<file path="config.mk">
export PLATFORM = sky130hd
export DESIGN_NAME = ddr2_port_arbiter
export DESIGN_NICKNAME = d
export VERILOG_FILES = /design/src/rtl/ddr2_pkg.sv /design/src/rtl/ddr2_tag_fifo.sv /design/src/rtl/ddr2_port_arbiter.sv
export SDC_FILE = /design/constraint.sdc
export NUM_CORES = 1
export LEC_CHECK = 0
export BUFFER_PORTS_ARGS = -buffer_cell sky130_fd_sc_hd__buf_2
export CAP_MARGIN = 10
export CORE_AREA = 4 4 478 480
export CTS_CLUSTER_SIZE = 14
export DETAILED_ROUTE_END_ITERATION = 12
export DIE_AREA = 0 0 482 484
export SLEW_MARGIN = 40
export SYNTH_ARGS = -nofsm -noshare
export SYNTH_HDL_FRONTEND = slang
export SYNTH_SLANG_ARGS = --single-unit
export TNS_END_PERCENT = 10
</file>
<file path="constraint.sdc">
create_clock -name ddr2_clk -period 6.72 [get_ports ddr2_clk]
set_input_delay 1.008 -clock ddr2_clk [delete_from_list [all_inputs] [get_ports ddr2_clk]]
set_output_delay 1.008 -clock ddr2_clk [all_outputs]
set_load 0.01 [all_outputs]
</file>
<file path="src/rtl/ddr2_pkg.sv">
// Shared types and widths for the DDR2 user-port arbiter slice.
package ddr2_pkg;

    localparam int ADDR_W         = 31;
    localparam int WDATA_W        = 256;
    localparam int MASK_W         = 32;
    localparam int RDATA_W        = 128;
    localparam int BEATS_PER_READ = 2;

    typedef enum logic {
        S_IDLE  = 1'b0,
        S_GRANT = 1'b1
    } ddr2_state_e;

    // Round-robin pick: a lone requester wins; on a tie the client that
    // did not hold the last grant wins.
    function automatic logic pick_winner(input logic c0_req, input logic c1_req,
                                         input logic last_owner);
        return c1_req & (~c0_req | ~last_owner);
    endfunction

endpackage

</file>
<file path="src/rtl/ddr2_tag_fifo.sv">
// In-order FIFO of 1-bit client tags for read commands still awaiting data.
module ddr2_tag_fifo #(
    parameter int TAG_DEPTH = 32,
    parameter int TAG_AW    = 5
) (
    input  logic            ddr2_clk,
    input  logic            RST,
    input  logic            push,
    input  logic            tag_in,
    input  logic            pop,
    output logic            head,
    output logic            full,
    output logic            empty,
    output logic [TAG_AW:0] count
);

    logic              mem [TAG_DEPTH];
    logic [TAG_AW-1:0] wr_ptr;
    logic [TAG_AW-1:0] rd_ptr;
    logic              do_push;
    logic              do_pop;

    assign full    = (count == (TAG_AW+1)'(TAG_DEPTH));
    assign empty   = (count == '0);
    assign head    = mem[rd_ptr];
    assign do_push = push & ~full;
    assign do_pop  = pop & ~empty;

    // Tag storage; contents need no reset because count guards every read.
    always_ff @(posedge ddr2_clk) begin
        if (do_push) mem[wr_ptr] <= tag_in;
    end

    // Pointers wrap naturally at TAG_DEPTH; count tracks occupancy.
    always_ff @(posedge ddr2_clk or posedge RST) begin
        if (RST) begin
            wr_ptr <= '0;
            rd_ptr <= '0;
            count  <= '0;
        end else begin
            if (do_push) wr_ptr <= wr_ptr + 1'b1;
            if (do_pop)  rd_ptr <= rd_ptr + 1'b1;
            case ({do_push, do_pop})
                2'b10:   count <= count + 1'b1;
                2'b01:   count <= count - 1'b1;
                default: count <= count;
            endcase
        end
    end

endmodule

</file>
<file path="src/rtl/ddr2_port_arbiter.sv">
// Two-client round-robin arbiter for the DDR2 user command port, with
// in-order routing of two-beat read returns back to the issuing client.
//
// Handshake: a command transfers on every cycle where m_req and m_ack are
// both high; the owning client sees that same cycle as cN_ack and must then
// present its next command (or drop req). m_valid carries one read beat per
// cycle with no back-pressure; every read ack returns exactly two beats.
module ddr2_port_arbiter
    import ddr2_pkg::*;
#(
    parameter int TAG_DEPTH = 32,
    parameter int TAG_AW    = 5,
    parameter int MAX_BURST = 64,
    parameter int BURST_W   = 7
) (
    input  logic               ddr2_clk,
    input  logic               RST,
    input  logic               c0_req,
    input  logic               c1_req,
    output logic               c0_ack,
    output logic               c1_ack,
    input  logic [ADDR_W-1:0]  c0_addr,
    input  logic [ADDR_W-1:0]  c1_addr,
    input  logic               c0_read,
    input  logic               c1_read,
    input  logic               c0_fin,
    input  logic               c1_fin,
    input  logic [WDATA_W-1:0] c0_data_write,
    input  logic [WDATA_W-1:0] c1_data_write,
    input  logic [MASK_W-1:0]  c0_mask,
    input  logic [MASK_W-1:0]  c1_mask,
    output logic               c0_valid,
    output logic               c1_valid,
    output logic [RDATA_W-1:0] c_data_read,
    output logic               m_req,
    input  logic               m_ack,
    output logic [ADDR_W-1:0]  m_addr,
    output logic               m_read,
    output logic               m_fin,
    output logic [WDATA_W-1:0] m_data_write,
    output logic [MASK_W-1:0]  m_mask,
    input  logic               m_valid,
    input  logic [RDATA_W-1:0] m_data_read,
    output logic               owner,
    output logic               busy,
    output logic               err_orphan
);

    localparam logic LAST_BEAT = 1'(BEATS_PER_READ - 1);

    ddr2_state_e       state;
    logic              last_owner;
    logic [BURST_W-1:0] burst_cnt;
    logic              beat_tog;
    logic              granted;
    logic              own_req;
    logic              own_read;
    logic              own_fin;
    logic              ack_in;
    logic              tag_push;
    logic              tag_pop;
    logic              tag_head;
    logic              tag_full;
    logic              tag_empty;
    logic [TAG_AW:0]   tag_count;

    assign granted     = (state == S_GRANT);
    assign busy        = granted;
    assign ack_in      = granted & m_ack;
    assign tag_push    = ack_in & own_read;
    assign tag_pop     = m_valid & (beat_tog == LAST_BEAT);
    assign c_data_read = m_data_read;

    // Owner-side mux and command-port gating; everything idles at zero.
    always_comb begin
        own_req      = owner ? c1_req  : c0_req;
        own_read     = owner ? c1_read : c0_read;
        own_fin      = owner ? c1_fin  : c0_fin;
        m_req        = granted & own_req & ~(own_read & tag_full);
        m_fin        = m_req & (own_fin | (burst_cnt == BURST_W'(MAX_BURST - 1)));
        m_read       = granted & own_read;
        m_addr       = '0;
        m_data_write = '0;
        m_mask       = '0;
        if (granted) begin
            m_addr       = owner ? c1_addr       : c0_addr;
            m_data_write = owner ? c1_data_write : c0_data_write;
            m_mask       = owner ? c1_mask       : c0_mask;
        end
        c0_ack   = ack_in & ~owner;
        c1_ack   = ack_in & owner;
        c0_valid = m_valid & ~tag_empty & ~tag_head;
        c1_valid = m_valid & ~tag_empty & tag_head;
    end

    // Arbitration FSM: one idle cycle to pick a winner, then hold the grant
    // until a final ack (client fin or burst limit) or the client withdraws.
    always_ff @(posedge ddr2_clk or posedge RST) begin
        if (RST) begin
            state      <= S_IDLE;
            owner      <= 1'b0;
            last_owner <= 1'b1;
            burst_cnt  <= '0;
        end else begin
            case (state)
                S_IDLE: begin
                    if (c0_req | c1_req) begin
                        owner      <= pick_winner(c0_req, c1_req, last_owner);
                        last_owner <= pick_winner(c0_req, c1_req, last_owner);
                        burst_cnt  <= '0;
                        state      <= S_GRANT;
                    end
                end
                S_GRANT: begin
                    if (ack_in) burst_cnt <= burst_cnt + 1'b1;
                    if ((ack_in & m_fin) | ~own_req) state <= S_IDLE;
                end
                default: state <= S_IDLE;
            endcase
        end
    end

    // Beat parity and the sticky flag for data arriving with no tag queued.
    always_ff @(posedge ddr2_clk or posedge RST) begin
        if (RST) begin
            beat_tog   <= 1'b0;
            err_orphan <= 1'b0;
        end else if (m_valid) begin
            beat_tog <= ~beat_tog;
            if (tag_count == '0) err_orphan <= 1'b1;
        end
    end

    ddr2_tag_fifo #(
        .TAG_DEPTH (TAG_DEPTH),
        .TAG_AW    (TAG_AW)
    ) u_tag_fifo (
        .ddr2_clk (ddr2_clk),
        .RST      (RST),
        .push     (tag_push),
        .tag_in   (owner),
        .pop      (tag_pop),
        .head     (tag_head),
        .full     (tag_full),
        .empty    (tag_empty),
        .count    (tag_count)
    );

endmodule

</file>
# Word-level counts from Yosys, hierarchy flattened
# Memories as Yosys holds them, arrays and structs flattened.
# Index checks and enable logic that the tools add are counted.
# totals
ramBits,32
memories,1
latch_bits,0
output_inout_bits,457
register_bits,28
inputBits,776
rom_bits,0
# memory_table
memory,words,width,rd,rd_ports_with_merged_regs,wr,line,rtl
u_tag_fifo.mem,32,1,1,0,1,ddr2_tag_fifo.sv:17,logic mem [TAG_DEPTH];
# classes
muxes,18
order_cmp,0
div,0
shifts,0
n_addsub,5
eq_ne,6
reduce_logical,5
n_mul,0
bitwise_logic,31
# ops
cell,count
2-to-1 mux 256 bit,2
2-to-1 mux 32 bit,2
2-to-1 mux 31 bit,2
AND 1 bit,17
2-to-1 mux 7 bit,2
case mux 7 bit (2 select lines),1
case mux 6 bit (2 select lines),1
adder 5 x 1 -> 5 bit (second input constant),2
inverter 1 bit,10
adder 7 x 1 -> 7 bit (second input constant),1
equality test 7 x 6 -> 1 bit (second input constant),1
2-to-1 mux 1 bit,7
adder 6 x 1 -> 6 bit (second input constant),1
equality test 6 bit (second input constant),1
logical NOT 6 bit,1
AND reduction 2 bit,3
subtractor 6 x 1 -> 6 bit (second input constant),1
OR 1 bit,4
equality test 2 x 1 -> 1 bit (second input constant),1
equality test 2 bit (second input constant),1
inequality test 2 x 1 -> 1 bit (second input constant),1
inequality test 2 bit (second input constant),1
case mux 1 bit (2 select lines),1
nonzero test 2 bit,1

# Longest topological paths before layout
# Gate-level depths: netlist (run 1).
# depth
depth_word,9
ltp_mapped,13
depth_no_buf,11

# Cells and area by module
# From an unflattened synthesis (run 1), not the netlist that was laid out.
# hier_totals
hier_cells,1109
area_unflattened_um2,8979.9
# by_module_without_submodules
mod,area_each_um2,seq_area_each_um2,cells_per_inst,instances
ddr2_port_arbiter,6541.3,301.5,907,1
ddr2_tag_fifo,2438.6,1361.3,202,1

# Worst setup path after synthesis (run 1)
# No wires, ideal clock.
# synth_path
path_type,register to register
startpoint,register owner
endpoint,register u_tag_fifo.count[4]
period_less_slack_ns,3.081
setup_slack_ns,3.639
arrival_time_ns,2.950
path_stages_with_launch,14
n_path_buf,2
required_time_ns,6.589
setup_time_ns,0.131
cell_sequence,dfrtp_1 buf_4 mux2i_1 a211oi_4 inv_1 ha_1 clkbuf_1 xor2_1 ha_1 nand2_1 mux2i_1 a221oi_1 nor2_1 xor2_1
# synth_between
elab_chain_cells,5
elab_cells_between_ends,7
classes_between,eq/ne: 2; mux: 2; bitwise: 2; reduce/logical: 1
# synth_lines
item,line,rtl
"start, declared",ddr2_port_arbiter.sv:44,"output logic owner,"
"start signal, assigned",ddr2_port_arbiter.sv:108,"owner <= pick_winner(c0_req, c1_req, last_owner);"
2-to-1 mux 1 bit (*),ddr2_port_arbiter.sv:77,own_read = owner ? c1_read : c0_read;
AND 1 bit (*),ddr2_port_arbiter.sv:70,assign tag_push = ack_in & own_read;
AND 1 bit (*),ddr2_tag_fifo.sv:26,assign do_push = push & ~full;
equality test 2 x 1 -> 1 bit / equality test 2 bit (equally long branches),ddr2_tag_fifo.sv:43,"case ({do_push, do_pop})"
case mux 6 bit (2 select lines) / nonzero test 2 bit (equally long branches),-,
"end signal, assigned",ddr2_tag_fifo.sv:44,2'b10: count <= count + 1'b1;
"end signal, assigned",ddr2_tag_fifo.sv:45,2'b01: count <= count - 1'b1;
"end signal, assigned",ddr2_tag_fifo.sv:46,default: count <= count;
"end, declared",ddr2_tag_fifo.sv:14,output logic [TAG_AW:0] count
# Every way passes the cells marked *; elsewhere a longest branch is shown, timed or not.
# A chain may end at the register's enable or synchronous reset.

# Final worst setup path (run 1)
# layout_path
startpoint,register owner
endpoint,output m_data_write[57]
# layout_between
elab_chain_cells,2
# layout_lines
item,line,rtl
2-to-1 mux 256 bit,ddr2_port_arbiter.sv:87,m_data_write = owner ? c1_data_write : c0_data_write;
2-to-1 mux 256 bit,ddr2_port_arbiter.sv:85,if (granted) begin
"end, declared",ddr2_port_arbiter.sv:40,"output logic [WDATA_W-1:0] m_data_write,"
# Every way passes these cells.

==> results.json, run 1 <==
{
  "core_area_um2": 224200,
  "ys_async_sr_fraction_pct": 46.67,
  "seq_area_frac_synth_pct": 17.42,
  "final_core_util_pct": 7.855,
  "avgRoutedWirePerCell_um": 35.19,
  "clock_latency_ns": 0.33,
  "synth-edff-count": 32,
  "maxCapViolations": 0,
  "max-slew-margin-rel_pct": 34.96,
  "finalWirelength_mm": 174.9,
  "cts-resized-gates": 0,
  "ant_nets": 0,
  "dp_hpwl_mm": 165.6,
  "worst_pin_slew_ns": 0.9756,
  "cts_root_buffer": "clkbuf_16",
  "synth_ff_type": "edfxtp_1",
  "drtIter0Drc": 946,
  "via_per_inst": 2.615,
  "r2r_slack_ns": 3.31,
  "start_kind": "flip-flop",
  "num_vias": 12996,
  "critPathArrivalTime_ns": 2.97,
  "hp-class": "flip-flop to flip-flop",
  "drc": 0,
  "critPathCaptureType": "output pin",
  "skew_ns": 0.006829,
  "crit_type": "flip-flop to output pin",
  "rsz0062_at_grt": "false",
  "cts_hold_buf": 0,
  "grt_pass1_vias": 11675,
  "finalSetupTns_ns": 0,
  "min_period_ns": 3.976,
  "first_pass_iters": 5,
  "drive_above_1_share_pct": 54.47,
  "yosys_register_bits": 60,
  "slew_viol_final": 0,
  "grt-ovfl-total": 0,
  "hold_violations": 0,
  "timing.fmax_mhz": 251.5,
  "netlist_instances": 1118,
  "grt.total_usage_pct": 14.28,
  "setup_viol": 0,
  "synth_cell_types": 45,
  "max-vdd-ir-drop_uv": 218.3,
  "cts.sinks": 60,
  "yosysWarnings": 0,
  "powerDensity_nw_per_um2": 365.9,
  "io_buffers": 976,
  "cts_setup_buffers": 0,
  "cts_max_level": 3,
  "synth_area_per_cell_um2": 8.540,
  "num_io_pins": 1233,
  "cts_tree": "done",
  "finalNetCount": 2693,
  "numCtsBuffers": 9,
  "cp_max_fo": 56,
  "antenna_found_initial": 330,
  "start_util_pct": 4.258,
  "required_ns": 5.71,
  "area_growth_pct": 84.47,
  "finalCritPeriodShare_pct": 59.17,
  "grt_first_pass_wirelength_mm": 199.1,
  "die_x_um": 482,
  "dieHeight_um": 484,
  "final_area_um2": 17610,
  "placed_area_um2": 17140,
  "clock_path_buffers": 2,
  "fp-row-count": 174,
  "die_area_um2": 233300,
  "p_leak_nw": 8.061,
  "syn_area_um2": 9548,
  "syn_nets": 1903,
  "grt_max_degree": 164,
  "status": "completed",
  "gp_congestion": 1.001,
  "path_clk_slew_ns": 0.05
}
-- flip-flops by register name (all words and copies together) (netlist names) --
register / flops
burst_cnt: 7
beat_tog: 1
u_tag_fifo.count: 6
err_orphan: 1
u_tag_fifo.rd_ptr: 5
busy: 1
owner: 1
last_owner: 1
u_tag_fifo.wr_ptr: 5
u_tag_fifo.mem: 32
-- metrics by stage --
step / worst slack, ns / total power (W) / hold WS, ns / std cells
floorplan: 3.639 / 0.003453 / 0.4463 / 1118
global placement: 2.274 / 0.006073 / 0.4695 / 4888
detailed placement: 3.025 / 0.006132 / 0.4681 / 4888
CTS: 2.664 / 0.006592 / 0.4799 / 4904
global route: 2.611 / 0.006887 / 0.5093 / 4946
finish: 2.744 / 0.006445 / 0.4737 / 4969
-- cell usage after synthesis (2+ instances only) --
cell      count  area [um2]
nor2b_1     326        2039
o21ai_0       6       30.03
o31ai_1       2       15.01
dfrtp_1      27       675.7
buf_4       130       975.9
a221oi_1      2       17.52
nand2_1      20       75.07
a22oi_1       4       30.03
nand3b_1      4       30.03
xor2_1       13       113.9
buf_2        36       180.2
mux2i_1     338        3383
and3_1        2       12.51
nand3_1       9       45.04
nand4_1       5       31.28
a21oi_1       9       45.04
edfxtp_1     32       960.9
o21a_1        2       15.01
inv_1         6       22.52
nor2_1       50       187.7
mux2_2        2       22.52
xnor2_1       7       61.31
ha_1          9       112.6
or3b_2        2       17.52
a21o_1        2       15.01
clkbuf_1     47       176.4
and2_1        3       18.77
nand2b_1      6       37.54
-- placed cells by master, fill, tap and decap left out, types with 2 or more instances in the layout --
| cell | Yosys | final |
|---|---|---|
| buf_2 | 36 | 976 |
| nor2b_1 | 326 | 326 |
| mux2i_1 | 338 | 317 |
| diode_2 | 0 | 64 |
| nor2_1 | 50 | 50 |
| edfxtp_1 | 32 | 32 |
| dfrtp_1 | 27 | 25 |
| nand2_1 | 20 | 20 |
| mux2i_2 | 0 | 17 |
| xor2_1 | 13 | 13 |
| nand3_1 | 9 | 9 |
| a21oi_1 | 9 | 9 |
| ha_1 | 9 | 9 |
| clkbuf_16 | 0 | 9 |
| buf_4 | 130 | 8 |
| xnor2_1 | 7 | 7 |
| o21ai_0 | 6 | 6 |
| nand2b_1 | 6 | 6 |
| inv_1 | 6 | 6 |
| nand4_1 | 5 | 5 |
| nand3b_1 | 4 | 4 |
| mux2i_4 | 0 | 4 |
| a22oi_1 | 4 | 4 |
| buf_12 | 0 | 4 |
| and2_1 | 3 | 3 |
| clkinv_2 | 0 | 3 |
| buf_6 | 0 | 3 |
| and3_1 | 2 | 2 |
| o31ai_1 | 2 | 2 |
| a21o_1 | 2 | 2 |
| or3b_2 | 2 | 2 |
| o21a_1 | 2 | 2 |
| mux2_2 | 2 | 2 |
| a221oi_1 | 2 | 2 |
| dfrtp_4 | 0 | 2 |
| clkbuf_1 | 47 | 2 |
-- cells by family after synthesis --
family          count (synthesis)  share of synthesized area (%)
simple gates                  434                          26.84
buf+inv                       219                          14.19
compound gates                 35                          2.713
fa+ha+maj                       9                          1.179
flops                          60                          17.42
mux                           341                          35.83
xor+xnor                       20                          1.835
-- routing by layer --
| layer | global-route usage, % | up-vias | wire (um) |
|---|---|---|---|
| met5 | 0 | - | 970 |
| met1 | 13.32 | 5647 | 53800 |
| met2 | 27.48 | 1158 | 92240 |
| li1 | - | 5301 | - |
| met3 | 6.821 | 740 | 20480 |
| met4 | 3.676 | 150 | 7387 |
-- final timing paths --
kind,start,end,depth (start not counted)
max,owner,m_data_write[57],4
min,burst_cnt[6],burst_cnt[6],1
max reg2reg,owner,u_tag_fifo.count[4],11
min reg2reg,burst_cnt[6],burst_cnt[6],1
max in group asynchronous,RST,busy,3
min in group asynchronous,RST,u_tag_fifo.wr_ptr[4],3
-- cell type report --
cell class | count | area, um2
diodes | 64 | 160.2
multi-input cells | 839 | 6644
fillers | 26646 | 206600
clock inverters | 5 | 53.80
inverters | 6 | 22.52
well taps | 2992 | 3744
clock buffers | 11 | 232.7
flip-flops and latches | 60 | 1670
repair buffers | 992 | 5086
-- critical path, cell delays in order, from the launching register on --
cell	delay, ns
dfrtp_4	0.78
buf_6	0.61
mux2i_1	0.69
nor2b_1	0.13
buf_2	0.18
-- power breakdown --
| part | switching, W | total, W | internal [W] |
|---|---|---|---|
| registers | 0.000231 | 0.000727 | 0.000496 |
| logic | 0.00325 | 0.00527 | 0.00202 |
| clock network | 0.000162 | 0.000448 | 0.000286 |
No activity file was read; power rests on OpenSTA's default activity.
==> run 2, diff against run 1 <==
--- a/config.mk
+++ b/config.mk
@@ -5,12 +5,13 @@
 export SDC_FILE = /design/constraint.sdc
 export NUM_CORES = 1
 export LEC_CHECK = 0
+export ABC_AREA = 1
 export BUFFER_PORTS_ARGS = -buffer_cell sky130_fd_sc_hd__buf_2
 export CAP_MARGIN = 10
-export CORE_AREA = 4 4 478 480
+export CORE_AREA = 4 4 482 484
 export CTS_CLUSTER_SIZE = 14
 export DETAILED_ROUTE_END_ITERATION = 12
-export DIE_AREA = 0 0 482 484
+export DIE_AREA = 0 0 486 488
 export SLEW_MARGIN = 40
 export SYNTH_ARGS = -nofsm -noshare
 export SYNTH_HDL_FRONTEND = slang
==> constraint.sdc (replaced) <==
create_clock -name ddr2_clk -period 3.25 [get_ports ddr2_clk]
set_input_delay 0.4875 -clock ddr2_clk [delete_from_list [all_inputs] [get_ports ddr2_clk]]
set_output_delay 0.4875 -clock ddr2_clk [all_outputs]
set_load 0.01 [all_outputs]
==> run 2 against run 1 <==
Final area decreased by 1.6%; critical endpoint is now m_data_write[103]; largest power group unchanged; synthesized cell count up 40%; clock skew decreased by 0.0013 ns; final cell count up 9.4%; global-route usage grew 1.5 points; highest routed layer unchanged; critical path type unchanged; register-to-register slack worse by 2.9 ns; clock power is 95% higher; worst hold slack worse by 0.29 ns; non-clock buffer count grew 35; sequential cell count did not move; largest cell class is now buffers; die area grew 1.7%.
==> results.json, run 2 <==
{
  "finalNetCount": 3150,
  "synth_ff_type": "edfxtp_1",
  "ff2ff_path_depth": 16,
  "avgRoutedWirePerCell_um": 36.14,
  "powerDensity_nw_per_um2": 956.8,
  "slew_viol_final": 0,
  "fp-row-count": 175,
  "seq_area_um2": 1670,
  "maxCapViolations": 0,
  "gp_congestion": 0.9954,
  "multi_input_area_um2": 5413,
  "min_period_ns": 3.117,
  "synth-edff-count": 32,
  "ys_top_cells_by_count": "nor2_1 (701), o21ai_0 (336), buf_4 (129)",
  "sequentialPowerShare_pct": 8.0,
  "p_sw_w": 0.01092,
  "cts.sinks": 60,
  "area_growth_pct": 103.1,
  "internal-power_w": 0.005660,
  "required_ns": 2.76,
  "final_common_cell": "buf_2",
  "mostFrequentLayoutCells": "buf_2 (945), nor2_1 (668), o21ai_0 (335)",
  "clock_latency_ns": 0.33,
  "grt_pass1_vias": 14127,
  "finalCritPeriodShare_pct": 95.92,
  "numCtsBuffers": 9,
  "syn_area_um2": 8528,
  "io_buffers": 976,
  "num_io_pins": 1233,
  "r2r_start": "owner",
  "core_area_um2": 227300,
  "dieHeight_um": 488,
  "hold_violations": 0,
  "ys_async_sr_fraction_pct": 46.67,
  "pwr-share-clk_pct": 5.3,
  "start_kind": "flip-flop",
  "final_area_um2": 17320,
  "hp-class": "input port to async pin",
  "finalWirelength_mm": 196.4,
  "die_area_um2": 237200,
  "synth_area_per_cell_um2": 5.435,
  "antenna_found_initial": 334,
  "via_per_inst": 2.863,
  "r2r_slack_ns": 0.37,
  "ant_nets": 0,
  "placed_area_um2": 16820,
  "synth_cell_types": 32,
  "drtIter0Drc": 1184,
  "rsz0062_at_grt": "false",
  "worst_pin_slew_ns": 0.7372,
  "critPathArrivalTime_ns": 2.63,
  "r2r-end": "u_tag_fifo.count[4]",
  "largest-register": "u_tag_fifo.mem",
  "netlist_instances": 1569,
  "synth_top_area_share_pct": 30.85,
  "largest_reg_flops": 32,
  "grt_max_degree": 99,
  "syn_nets": 2354,
  "final_core_util_pct": 7.622,
  "num_vias": 15557,
  "crit_end": "m_data_write[103]",
  "grt-ovfl-total": 0,
  "status": "completed",
  "skew_ns": 0.005485,
  "yosysWarnings": 0,
  "max-slew-margin-rel_pct": 50.55,
  "nFillCells": 27233,
  "dp_hpwl_mm": 183.6,
  "seq_area_frac_synth_pct": 19.50,
  "dpl_worst_slack_ns": 0.04481,
  "clock_path_buffers": 2,
  "first_pass_iters": 5,
  "cp-startpoint": "owner",
  "timing.fmax_mhz": 320.8,
  "yosysMostFrequentCell": "nor2_1",
  "setup_viol": 0,
  "reg.largest.list": "u_tag_fifo.mem x32, burst_cnt x7, u_tag_fifo.count x6",
  "max-vdd-ir-drop_uv": 440.0,
  "cp_max_fo": 40,
  "yosys.area.top_type": "nor2_1",
  "die_x_um": 486,
  "combPwrFrac_pct": 86.8,
  "path_clk_slew_ns": 0.05,
  "cts_root_buffer": "clkbuf_16",
  "worst_slack_ns": 0.1326,
  "grt_first_pass_wirelength_mm": 224.7,
  "cts_max_level": 3,
  "cts_hold_buf": 0,
  "ys_top_cells_by_area": "nor2_1 (31%), o21ai_0 (20%), buf_4 (11%), edfxtp_1 (11%), dfrtp_1 (7.9%)",
  "crit_type": "flip-flop to output pin",
  "cts_tree": "done",
  "start_util_pct": 3.752,
  "grt.total_usage_pct": 15.73,
  "yosys_register_bits": 60,
  "critPathCaptureType": "output pin",
  "cts_setup_buffers": 0,
  "switching_share_pct": 65.86,
  "drive_above_1_share_pct": 45.82,
  "drc": 0,
  "p_leak_nw": 7.904
}
[run 2: critical path: stages (launching register included)]
cell,delay [ns]
dfrtp_4,0.66
buf_4,0.35
buf_4,0.38
o21ai_0,0.15
nor2_1,0.42
buf_2,0.29
[run 2: what timing repair did]
| action | CTS | global route |
|---|---|---|
| setup endpoints to repair | 33 | 6 |
| gates resized for setup | 18 | 6 |
| gates cloned | 0 | 0 |
[run 2: cells by family (layout without fill, tap and decap cells)]
logic type | Yosys count | in the layout | synth area share, %
AO/OA/AOI/OAI | 352 | 352 | 20.85
XOR/XNOR | 12 | 12 | 1.233
adder cells (fa/ha/maj) | 9 | 9 | 1.320
buffers and inverters | 294 | 1095 | 18.87
flip-flops | 60 | 60 | 19.50
multiplexers | 1 | 1 | 0.1174
other | 0 | 55 | 0
AND/OR/NAND/NOR | 841 | 841 | 38.12
[run 2: layout make-up]
type | count | share of cell area, %
Inverter | 52 | 1.221
Timing Repair Buffer | 1027 | 33.79
Sequential cell | 60 | 9.642
Multi-Input combinational cell | 1215 | 31.24
Clock inverter | 2 | 0.05778
Antenna cell | 55 | 0.7945
Clock buffer | 14 | 1.524
Tap cell | 3009 | 21.73
[run 2: how the worst min path moves through the flow]
stage | slack (ns) | endpoint
floorplan | 0.44 | last_owner
global placement | 0.46 | last_owner
detailed placement | 0.47 | err_orphan
CTS | 0.32 | u_tag_fifo.wr_ptr[2]
global route | 0.22 | u_tag_fifo.wr_ptr[2]
finish | 0.19 | u_tag_fifo.wr_ptr[2]
[run 2: per-layer routing]
metal	routed length [um]	track usage [%]	vias to the layer above
li1	-	-	6529
met2	94430	27.88	1405
met3	31470	10.77	746
met1	59730	14.44	6747
met4	9906	4.791	130
met5	874	0.02041	-
[run 2: power groups by stage]
stage | combinational [W] | clock [W] | sequential, W
floorplan | 0.00553 | 0 | 0.00118
global placement | 0.0148 | 0 | 0.00134
detailed placement | 0.0147 | 0 | 0.00134
CTS | 0.0149 | 0.000893 | 0.00133
global route | 0.0157 | 0.000924 | 0.00136
finish | 0.0144 | 0.000873 | 0.00132
[run 2: per-stage QoR]
step	std cells	hold WS, ns	setup TNS (ns)	total power (W)
floorplan	1569	0.4441	0	0.006706
CTS	5379	0.3173	0	0.01709
detailed placement	5363	0.4654	0	0.01609
global placement	5363	0.4571	-2.444	0.01616
global route	5410	0.2188	0	0.01803
finish	5434	0.1850	0	0.01658
==> run 3, diff against run 2 <==
--- a/config.mk
+++ b/config.mk
@@ -6,14 +6,16 @@
 export NUM_CORES = 1
 export LEC_CHECK = 0
 export ABC_AREA = 1
+export ABC_CLOCK_PERIOD_IN_PS = 3250
 export BUFFER_PORTS_ARGS = -buffer_cell sky130_fd_sc_hd__buf_2
 export CAP_MARGIN = 10
-export CORE_AREA = 4 4 482 484
+export CORE_AREA = 4 4 485 487
 export CTS_CLUSTER_SIZE = 14
 export DETAILED_ROUTE_END_ITERATION = 12
-export DIE_AREA = 0 0 486 488
+export DIE_AREA = 0 0 489 491
 export SLEW_MARGIN = 40
 export SYNTH_ARGS = -nofsm -noshare
 export SYNTH_HDL_FRONTEND = slang
+export SYNTH_HIERARCHICAL = 1
 export SYNTH_SLANG_ARGS = --single-unit
 export TNS_END_PERCENT = 10
==> run 3 against run 2 <==
Worst hold slack better by 0.031 ns; sequential share of layout area is 0.33 points higher; critical path depth stayed put; clock skew is 0.00062 ns higher; final cell count is 0.18% higher; synthesized cell count is 0.57% higher; setup slack better by 0.033 ns; routed wire length is 1.0% higher; clock power is 4.0% higher.
==> results.json, run 3 <==
{
  "io_buffers": 976,
  "cp-startpoint": "owner",
  "finalNetCount": 3138,
  "timing.fmax_mhz": 324.2,
  "area_growth_pct": 87.80,
  "yosysMostFrequentCell": "nor2_1",
  "rsz0062_at_grt": "false",
  "start_kind": "flip-flop",
  "avgRoutedWirePerCell_um": 36.44,
  "fp-row-count": 177,
  "largest_reg_flops": 32,
  "final_common_cell": "buf_2",
  "dp_hpwl_mm": 185.0,
  "crit_end": "m_data_write[160]",
  "cts_hold_buf": 0,
  "drc": 0,
  "ant_nets": 0,
  "synth-edff-count": 32,
  "reg.largest.list": "u_tag_fifo/mem x32, burst_cnt x7, u_tag_fifo/count x6",
  "worst_pin_slew_ns": 0.7901,
  "p_leak_nw": 7.713,
  "dieHeight_um": 491,
  "num_io_pins": 1233,
  "yosys_register_bits": 60,
  "max-vdd-ir-drop_uv": 526.1,
  "start_util_pct": 3.855,
  "mostFrequentLayoutCells": "buf_2 (970), nor2_1 (683), o21ai_0 (327)",
  "required_ns": 2.76,
  "clock_latency_ns": 0.33,
  "drtIter0Drc": 1368,
  "via_per_inst": 2.822,
  "synth_ff_type": "edfxtp_1",
  "cts_setup_buffers": 0,
  "grt_pass1_vias": 14210,
  "setup_viol": 0,
  "cp_max_fo": 62,
  "seq_area_frac_synth_pct": 18.64,
  "ys_top_cells_by_area": "nor2_1 (29%), o21ai_0 (18%), buf_4 (12%), edfxtp_1 (11%), dfrtp_1 (7.6%)",
  "gp_congestion": 0.9847,
  "r2r_start": "owner",
  "maxCapViolations": 0,
  "slew_viol_final": 0,
  "netlist_instances": 1578,
  "ys_async_sr_fraction_pct": 46.67,
  "skew_ns": 0.006101,
  "path_clk_slew_ns": 0.05,
  "first_pass_iters": 5,
  "finalSetupTns_ns": 0,
  "status": "completed",
  "yosysWarnings": 6,
  "syn_nets": 2366,
  "clock_path_buffers": 2,
  "hp-class": "input port to async pin",
  "finalCritPeriodShare_pct": 94.91,
  "max-slew-margin-rel_pct": 46.77,
  "die_area_um2": 240100,
  "min_period_ns": 3.085,
  "drive_above_1_share_pct": 44.29,
  "grt_max_degree": 112,
  "ff2ff_path_depth": 15,
  "synth_area_per_cell_um2": 5.653,
  "cts-resized-gates": 0,
  "critPathCaptureType": "output pin",
  "multi_input_area_um2": 5354,
  "r2r_slack_ns": 0.57,
  "hold_violations": 0,
  "r2r-end": "u_tag_fifo/count[4]",
  "syn_area_um2": 8921,
  "crit_type": "flip-flop to output pin",
  "grt_first_pass_wirelength_mm": 227.9,
  "grt.total_usage_pct": 15.71,
  "synth_cell_types": 40,
  "grt-ovfl-total": 0,
  "cts_max_level": 3,
  "ys_top_cells_by_count": "nor2_1 (687), o21ai_0 (329), buf_4 (140)",
  "synth_top_area_share_pct": 28.91,
  "critPathArrivalTime_ns": 2.60,
  "largest-register": "u_tag_fifo/mem",
  "dpl_worst_slack_ns": 0.5106,
  "seq_area_um2": 1670,
  "numCtsBuffers": 9,
  "yosys.area.top_type": "nor2_1",
  "cts_tree": "done",
  "cts.sinks": 60,
  "finalWirelength_mm": 198.4,
  "nFillCells": 27683,
  "num_vias": 15363,
  "antenna_found_initial": 278,
  "core_area_um2": 231400,
  "worst_slack_ns": 0.1654,
  "die_x_um": 489,
  "cts_root_buffer": "clkbuf_16",
  "powerDensity_nw_per_um2": 941.6
}
==> run 3: cell types whose count changed after synthesis, sizes merged, moves of 5 or more <==
cell    change
clkbuf     -30
buf        +29
nand2      +19
nor2       -13
inv         +6
o21ai       -5
==> run 3: how the worst min path moves through the flow <==
stage / start / to
finish: RST / u_tag_fifo/rd_ptr[0]
global route: RST / u_tag_fifo/rd_ptr[0]
CTS: RST / beat_tog
detailed placement: last_owner / last_owner
global placement: err_orphan / err_orphan
floorplan: RST / beat_tog
==> run 3: area by class of cell <==
| type | count | area share, % |
|---|---|---|
| Multi-Input combinational cell | 1218 | 31.96 |
| Timing Repair Buffer | 1002 | 31.53 |
| Tap cell | 3043 | 22.73 |
| Sequential cell | 60 | 9.970 |
| Clock buffer | 14 | 1.636 |
| Inverter | 59 | 1.434 |
| Antenna cell | 46 | 0.6871 |
| Clock inverter | 2 | 0.05975 |
==> run 3: kinds of logic (layout without fill, tap and decap cells) <==
logic type / count (synthesis) / after routing / synth area share, %
AND/OR/NAND/NOR: 851 / 851 / 37.56
buffers and inverters: 300 / 1077 / 21.46
flip-flops: 60 / 60 / 18.64
XOR/XNOR: 8 / 8 / 0.7854
other: 0 / 46 / 0
adder cells (fa/ha/maj): 12 / 12 / 1.767
AO/OA/AOI/OAI: 347 / 347 / 19.79
==> run 3: layer usage <==
metal / global-route usage [%] / wire length [um] / vias up
met5: 0 / 809 / -
met4: 5.130 / 9351 / 126
met3: 7.357 / 23190 / 725
met2: 30.60 / 105800 / 1235
met1: 14.03 / 59190 / 6771
li1: - / - / 6506
==> run 3: report_power, final <==
group / internal, W / total (W) / leakage [nW] / switching, W
clock network: 0.000576 / 0.000908 / 0.143 / 0.000332
logic: 0.00344 / 0.0136 / 6.93 / 0.0102
registers: 0.00102 / 0.00127 / 0.637 / 0.000246
total: 0.00504 / 0.0158 / 7.71 / 0.0107
==> run 3: critical path: stages (launching register included) <==
cell,delay (ns)
dfrtp_4,0.55
buf_12,0.28
buf_4,0.47
o21ai_0,0.16
nor2_1,0.44
buf_2,0.24
==> run 3: metrics by stage <==
stage	total power (W)	instance area [um2]	util (%)	instances	hold slack (ns)
after floorplan	0.007144	8921	-	1578	0.3515
after global placement	0.01543	16340	7.062	5382	0.4433
after detailed placement	0.01532	16350	7.067	5382	0.4580
after CTS	0.01628	16640	7.189	5398	0.2739
after global routing	0.01689	16730	7.227	5433	0.2594
final	0.01578	16750	7.239	5444	0.2156
